$ cat src/rtl/sone_pipe_if.sv
// Handshake/data bundle for sone_pipe: control, mux operands and pipeline outputs.
// With SONE_PIPE_PARITY_EN defined the bundle also carries out_par.
interface sone_pipe_if #(
   parameter int WIDTH = 8,
   parameter int DEPTH = 1,
   parameter int CNT_W = $clog2(DEPTH + 1)
);
   logic             en;
   logic             sclr;
   logic             in_valid;
   logic [WIDTH-1:0] d0;
   logic [WIDTH-1:0] d1;
   logic [WIDTH-1:0] d2;
   logic [WIDTH-1:0] d3;
   logic [WIDTH-1:0] a0;
   logic [WIDTH-1:0] a1;
   logic [WIDTH-1:0] b0;
   logic [WIDTH-1:0] b1;
   logic [WIDTH-1:0] out;
   logic             out_valid;
   logic [CNT_W-1:0] occ;
`ifdef SONE_PIPE_PARITY_EN
   logic             out_par;

   modport master (
      output en, sclr, in_valid, d0, d1, d2, d3, a0, a1, b0, b1,
      input  out, out_valid, occ, out_par
   );
   modport slave (
      input  en, sclr, in_valid, d0, d1, d2, d3, a0, a1, b0, b1,
      output out, out_valid, occ, out_par
   );
`else
   modport master (
      output en, sclr, in_valid, d0, d1, d2, d3, a0, a1, b0, b1,
      input  out, out_valid, occ
   );
   modport slave (
      input  en, sclr, in_valid, d0, d1, d2, d3, a0, a1, b0, b1,
      output out, out_valid, occ
   );
`endif
endinterface

$ cat src/rtl/sone_pipe.sv
// sone_pipe: WIDTH per-bit 4:1 mux cells feeding a DEPTH-stage valid-tagged pipeline
// with stall, synchronous clear and occupancy count. Optional macro: SONE_PIPE_PARITY_EN.
module sone_pipe #(
   parameter int WIDTH = 8,
   parameter int DEPTH = 1,
   parameter int CNT_W = $clog2(DEPTH + 1)
) (
   input  logic        clk,
   input  logic        CLR,
   sone_pipe_if.slave  bus
);

   function automatic logic [WIDTH-1:0] mux_cells(
      input logic [WIDTH-1:0] d0, input logic [WIDTH-1:0] d1,
      input logic [WIDTH-1:0] d2, input logic [WIDTH-1:0] d3,
      input logic [WIDTH-1:0] a0, input logic [WIDTH-1:0] a1,
      input logic [WIDTH-1:0] b0, input logic [WIDTH-1:0] b1
   );
      logic [WIDTH-1:0] hi;
      logic [WIDTH-1:0] lo;
      hi = b0 | b1;
      lo = a0 & a1;
      return (hi & lo & d3) | (hi & ~lo & d2) | (~hi & lo & d1) | (~hi & ~lo & d0);
   endfunction

   function automatic logic even_par(input logic [WIDTH-1:0] v);
      return ^v;
   endfunction

   logic [WIDTH-1:0] m_s;
   logic [WIDTH-1:0] data_q [DEPTH];
   logic [WIDTH-1:0] data_d [DEPTH];
   logic [DEPTH-1:0] valid_q;
   logic [DEPTH-1:0] valid_d;
   logic [CNT_W-1:0] occ_q;
   logic [CNT_W-1:0] occ_d;
`ifdef SONE_PIPE_PARITY_EN
   logic [DEPTH-1:0] par_q;
   logic [DEPTH-1:0] par_d;
`endif

   // Stage-0 operand: the per-bit mux selection.
   always_comb begin
      m_s = mux_cells(bus.d0, bus.d1, bus.d2, bus.d3, bus.a0, bus.a1, bus.b0, bus.b1);
   end

   // Next state: sclr clears, en shifts, otherwise everything holds.
   always_comb begin
      data_d  = data_q;
      valid_d = valid_q;
      occ_d   = occ_q;
`ifdef SONE_PIPE_PARITY_EN
      par_d   = par_q;
`endif
      if (bus.sclr) begin
         data_d  = '{default: '0};
         valid_d = '0;
         occ_d   = '0;
`ifdef SONE_PIPE_PARITY_EN
         par_d   = '0;
`endif
      end else if (bus.en) begin
         data_d[0]  = m_s;
         valid_d[0] = bus.in_valid;
`ifdef SONE_PIPE_PARITY_EN
         par_d[0]   = even_par(m_s);
`endif
         for (int k = 1; k < DEPTH; k++) begin
            data_d[k]  = data_q[k-1];
            valid_d[k] = valid_q[k-1];
`ifdef SONE_PIPE_PARITY_EN
            par_d[k]   = par_q[k-1];
`endif
         end
         // One word in and one out on the same edge leaves the count unchanged.
         occ_d = occ_q + CNT_W'(bus.in_valid) - CNT_W'(valid_q[DEPTH-1]);
      end else begin
         occ_d = occ_q;
      end
   end

   // Pipeline state registers with asynchronous clear.
   always_ff @(posedge clk or posedge CLR) begin
      if (CLR) begin
         data_q  <= '{default: '0};
         valid_q <= '0;
         occ_q   <= '0;
`ifdef SONE_PIPE_PARITY_EN
         par_q   <= '0;
`endif
      end else begin
         data_q  <= data_d;
         valid_q <= valid_d;
         occ_q   <= occ_d;
`ifdef SONE_PIPE_PARITY_EN
         par_q   <= par_d;
`endif
      end
   end

   assign bus.out       = data_q[DEPTH-1];
   assign bus.out_valid = valid_q[DEPTH-1];
   assign bus.occ       = occ_q;
`ifdef SONE_PIPE_PARITY_EN
   assign bus.out_par   = par_q[DEPTH-1];
`endif

endmodule

$ cat src/flat_wrapper.sv
// flat-port wrapper written by rule: the top's interface ports become plain ports
module sone_pipe_flat 
#(
   parameter int WIDTH = 8,
   parameter int DEPTH = 1,
   parameter int CNT_W = $clog2(DEPTH + 1)
)
  (clk, CLR, bus_en, bus_sclr, bus_in_valid, bus_d0, bus_d1, bus_d2, bus_d3, bus_a0, bus_a1, bus_b0, bus_b1, bus_out, bus_out_valid, bus_occ);
  sone_pipe_if #(.WIDTH(WIDTH), .DEPTH(DEPTH), .CNT_W(CNT_W)) bus_i ();
  input  logic clk;
  input  logic CLR;
  input wire logic [$bits(bus_i.en)-1:0] bus_en;
  input wire logic [$bits(bus_i.sclr)-1:0] bus_sclr;
  input wire logic [$bits(bus_i.in_valid)-1:0] bus_in_valid;
  input wire logic [$bits(bus_i.d0)-1:0] bus_d0;
  input wire logic [$bits(bus_i.d1)-1:0] bus_d1;
  input wire logic [$bits(bus_i.d2)-1:0] bus_d2;
  input wire logic [$bits(bus_i.d3)-1:0] bus_d3;
  input wire logic [$bits(bus_i.a0)-1:0] bus_a0;
  input wire logic [$bits(bus_i.a1)-1:0] bus_a1;
  input wire logic [$bits(bus_i.b0)-1:0] bus_b0;
  input wire logic [$bits(bus_i.b1)-1:0] bus_b1;
  output wire logic [$bits(bus_i.out)-1:0] bus_out;
  output wire logic [$bits(bus_i.out_valid)-1:0] bus_out_valid;
  output wire logic [$bits(bus_i.occ)-1:0] bus_occ;
  assign bus_i.en = bus_en;
  assign bus_i.sclr = bus_sclr;
  assign bus_i.in_valid = bus_in_valid;
  assign bus_i.d0 = bus_d0;
  assign bus_i.d1 = bus_d1;
  assign bus_i.d2 = bus_d2;
  assign bus_i.d3 = bus_d3;
  assign bus_i.a0 = bus_a0;
  assign bus_i.a1 = bus_a1;
  assign bus_i.b0 = bus_b0;
  assign bus_i.b1 = bus_b1;
  assign bus_out = bus_i.out;
  assign bus_out_valid = bus_i.out_valid;
  assign bus_occ = bus_i.occ;
  sone_pipe #(.WIDTH(WIDTH), .DEPTH(DEPTH), .CNT_W(CNT_W)) u_core (.clk(clk), .CLR(CLR), .bus(bus_i));
endmodule
$ cat config.mk
export PLATFORM = sky130hd
export DESIGN_NAME = sone_pipe_flat
export DESIGN_NICKNAME = d
export VERILOG_FILES = /design/src/rtl/sone_pipe_if.sv /design/src/rtl/sone_pipe.sv /design/src/flat_wrapper.sv
export SDC_FILE = /design/constraint.sdc
export NUM_CORES = 1
export LEC_CHECK = 0
export ABC_AREA = 1
export BUFFER_PORTS_ARGS = -buffer_cell sky130_fd_sc_hd__buf_2
export CORE_MARGIN = 1.5
export CORE_UTILIZATION = 32
export CTS_BUF_LIST = sky130_fd_sc_hd__clkbuf_8
export DETAILED_ROUTE_END_ITERATION = 10
export GPL_ROUTABILITY_DRIVEN = 0
export PLACE_DENSITY = 0.88
export SLEW_MARGIN = 20
export SYNTH_ARGS = -nofsm -noshare
export SYNTH_HDL_FRONTEND = slang
export SYNTH_SLANG_ARGS = --single-unit
$ cat constraint.sdc
create_clock -name clk -period 0.8 [get_ports clk]
set_clock_uncertainty 0.1 [all_clocks]
set_input_delay 0.16 -clock clk [delete_from_list [all_inputs] [get_ports clk]]
set_output_delay 0.16 -clock clk [all_outputs]
set_load 0.1 [all_outputs]
# After elaboration in Yosys (flattened, before gate mapping)
# Index checks and enable logic that the tools add are counted.
[classes]
addsub = 2
n_mux = 6
bitwise = 15
reduce_logical = 1
[op_table]
columns = ["operator", "n"]
rows = [
  ["8-bit AND", 9],
  ["8-bit OR", 4],
  ["8-bit two-way mux", 2],
  ["8-bit inverter", 2],
  ["1-bit two-way mux", 4],
  ["2-bit nonzero test", 1],
  ["1-bit adder", 1],
  ["1-bit subtractor", 1],
]
[word_totals]
reg_bits = 10
input_bits = 69
out_inout_bits = 10
wordCells = 27

# Depth between registers and ports, before layout
[depth]
ltp_word = 9
depth_mapped = 6
mapped_depth_nobuf = 6

# Worst setup path after synthesis
# OpenSTA, ideal clock, no wires.
[synth_path]
kind = "register to register"
startpoint = "reg u_core.valid_q, in the netlist u_core.bus.out_valid"
endpoint = "reg u_core.occ_q, in the netlist u_core.bus.occ"
setup_time_ps = 120
arrival_time_ps = 1320
t_required_ps = 580
setup_slack_ps = -740
path_stages_with_launch = 6
path_buffers = 0
synth_period_minus_slack_ps = 1540
cell_sequence = "dfrtp_1 inv_1 nand2_1 nand3_1 nand3_1 nand2_1"
[synth_between]
elab_chain_len = 3
[synth_lines]
columns = ["item", "line_no", "rtl"]
rows = [
  ["from (decl)", "sone_pipe.sv:33", "logic [DEPTH-1:0] valid_q;"],
  ["from (signal assigned)", "sone_pipe.sv:93", "valid_q <= valid_d;"],
  ["1-bit subtractor", "sone_pipe.sv:76", "occ_d = occ_q + CNT_W'(bus.in_valid) - CNT_W'(valid_q[DEPTH-1]);"],
  ["1-bit two-way mux", "sone_pipe.sv:62", "end else if (bus.en) begin"],
  ["1-bit two-way mux", "sone_pipe.sv:55", "if (bus.sclr) begin"],
  ["to (signal assigned)", "sone_pipe.sv:87", "occ_q <= '0;"],
  ["to (signal assigned)", "sone_pipe.sv:94", "occ_q <= occ_d;"],
  ["to (decl)", "sone_pipe.sv:35", "logic [CNT_W-1:0] occ_q;"],
]
# No other way between the ends. The select of a mux whose other input is x is not followed.
# A chain may end at the register's enable or synchronous reset.

# Worst setup path in the final report
[layout_path]
startpoint = "reg u_core.valid_q, in the netlist u_core.bus.out_valid"
endpoint = "out bus_out_valid"
[layout_rtl]
columns = ["item", "line_no", "rtl"]
rows = [
  ["to (decl)", "flat_wrapper.sv:24", "output wire logic [$bits(bus_i.out_valid)-1:0] bus_out_valid;"],
]
# No word-level cell between the ends.

==> metrics.txt <==
outcome finished with violations; failing checks hold timing, setup timing; GR Overflow Total 0; Initial Util 33.6%; Power Total about 2.1 mW; PortBufs 78; H-tree depth 1; layout cells sized above 1 54.1%; flop and latch count out of synthesis 10; Final Max Slew Viols 0; CTS buffer count 3; global-route wire length before repair about 3.5 mm; CP top delay family flip-flops; Cells after Synth between 100 and 150; Buf/Inv on CP 1; largest area contributor in the netlist dfrtp_1; vias in the first global route just over 900; Setup Viol. Count Final 16; largest net degree at the start of global routing 11; GR Util All Layers between 10% and 20%; setup TNS -4.10 ns; WS Path Type reg2out; Final period util 147%; Vias about 1.1k; die height just over 50 µm; TritonCTS clock tree done; DR iter-0 viols 10; f_max ~0.85 GHz; DRC errors left 0; critical path's largest stage delay around 0.50 ns; area of the multi-input gates approximately 480 µm²; Netlist cell types 8; Metal-1 WL 776 µm; Worst-Margin Slew 0.373 ns; Hold Crit Class in2async; DP Worst Slack -0.273 ns; Pre-Repair DR Iteration Count 4; num rows 17; commonest non-fill, non-tap cell in the layout buf_2; Slew headroom 75.1%; critical path arrival 0.92 ns; Setup crit end kind primary output; clock root cell clkbuf_8; VDD IR max roughly 1500 µV; critical path peak fanout 3; Critical Path, Cell by Cell buf_12; Max Used Layer met4; ANT nets after route 0; final setup margin -0.375 ns; syn avg cell area approximately 6 µm²; Min Hold Slack -0.208 ns; DR vias/cell 4.54; Post-Route WL between 2 and 2.5 mm; Final HPWL DP around 1.8 mm; Critical Path Source Type register; Cell Pwr Density 1400 nW/µm²; Die ar. roughly 2600 µm²; Leak roughly 0.80 nW; CP max stage cell dfrtp_4; commonest non-fill, non-tap cells in the layout buf_2 (68), nand3_1 (41), nand2_1 (35); Data required, critical path roughly 0.54 ns; yosys warns 0; clock sink count 10; syn nets 194; sequential share of the synthesized area 33.7%; WL met3 126 µm; die width 51.2 µm; Skew-Pair Late Insertion Delay roughly 0.23 ns; drt wl/cell around 9.4 µm; CTS max path bufs 2; Layout Nets 279; Area Overhead vs Synth 99.2%; post-synthesis cell area roughly 740 µm²; Fin. Hold Viols 10; IO Pins slightly below 80; max-cap viol count 0; met2 WL around 1.3 mm; top-area cell type share of the netlist area about 34%; filler instances about 220; core area between 2000 and 2500 µm²; Storage cell area 288 µm²; # diodes 0; fin util 66.9%; unrepaired setup endpoints after global routing true; initial antenna violation count 0; top cells by area, synth dfrtp_1 (34%), nand3_1 (28%), nand2_1 (24%); post-route minimum period between 1 and 1.5 ns; clock-pin slew on the worst setup and hold paths about 0.050 ns
## power breakdown
part           switching [mW]  leakage [nW]  internal, mW
clock network           0.181        0.0288         0.431
registers              0.0492         0.116         0.568
logic                   0.492         0.654         0.355
## layout make-up
type | instances | area share (%)
inverter | 15 | 4.14
clock buffer | 4 | 3.72
multi-input combinational | 100 | 32.3
tap | 28 | 2.37
timing repair buffer | 80 | 38.0
sequential | 10 | 19.4
## Yosys cell counts, drive strengths merged
library cell	n
dfrtp	10
inv	15
nand2	48
nand3	42
nor2	9
o21ai	1
## registers in the layout, indices dropped and copies added, names as in the netlist
register              cells
u_core.bus.out_valid      1
u_core.bus.out            8
u_core.bus.occ            1
## routing by layer
layer	vias to the layer above	global-route usage [%]
li1	573	-
met1	463	17.4
met2	35	33.8
met3	4	6.14
met4	0	6.31
met5	-	0
## per-stage QoR
stage	area, µm²	hold slack, ns	cells
after detailed placement	1360	0.0511	231
after global routing	1480	-0.167	237
after global placement	1360	0.0585	231
final	1480	-0.208	237
after floorplan	781	-0.0996	125
after CTS	1420	-0.196	235
## path summary, 6_finish.rpt
| kind | startpoint | end | slack, ns | cells past startpoint |
|---|---|---|---|---|
| worst min-delay path | CLR | u_core.bus.occ | -0.21 | 2 |
| max in group asynchronous | CLR | u_core.bus.out[7] | 0.51 | 2 |
| worst max register to register | u_core.bus.out_valid | u_core.bus.occ | -0.28 | 6 |
| worst max-delay path | u_core.bus.out_valid | bus_out_valid | -0.38 | 1 |
| min in group clk | bus_in_valid | u_core.bus.out_valid | 0.09 | 3 |
| worst min register to register | u_core.bus.out[2] | u_core.bus.out[2] | 0.44 | 2 |
## what timing repair did
item	in CTS	in global routing
gates resized for setup	3	17
pin swaps	3	3
buffers inserted	0	2
endpoints found under the setup margin	14	20
endpoints found under the hold margin	10	10
## cell families (layout without fill, tap and decap cells)
kind of cell	count (synthesis)	count (layout)	synth area share, %
simple gates	99	99	58.1
buf+inv	15	99	7.58
flops	10	10	33.7
compound gates	1	1	0.673
(Power assumes the default switching activity.)
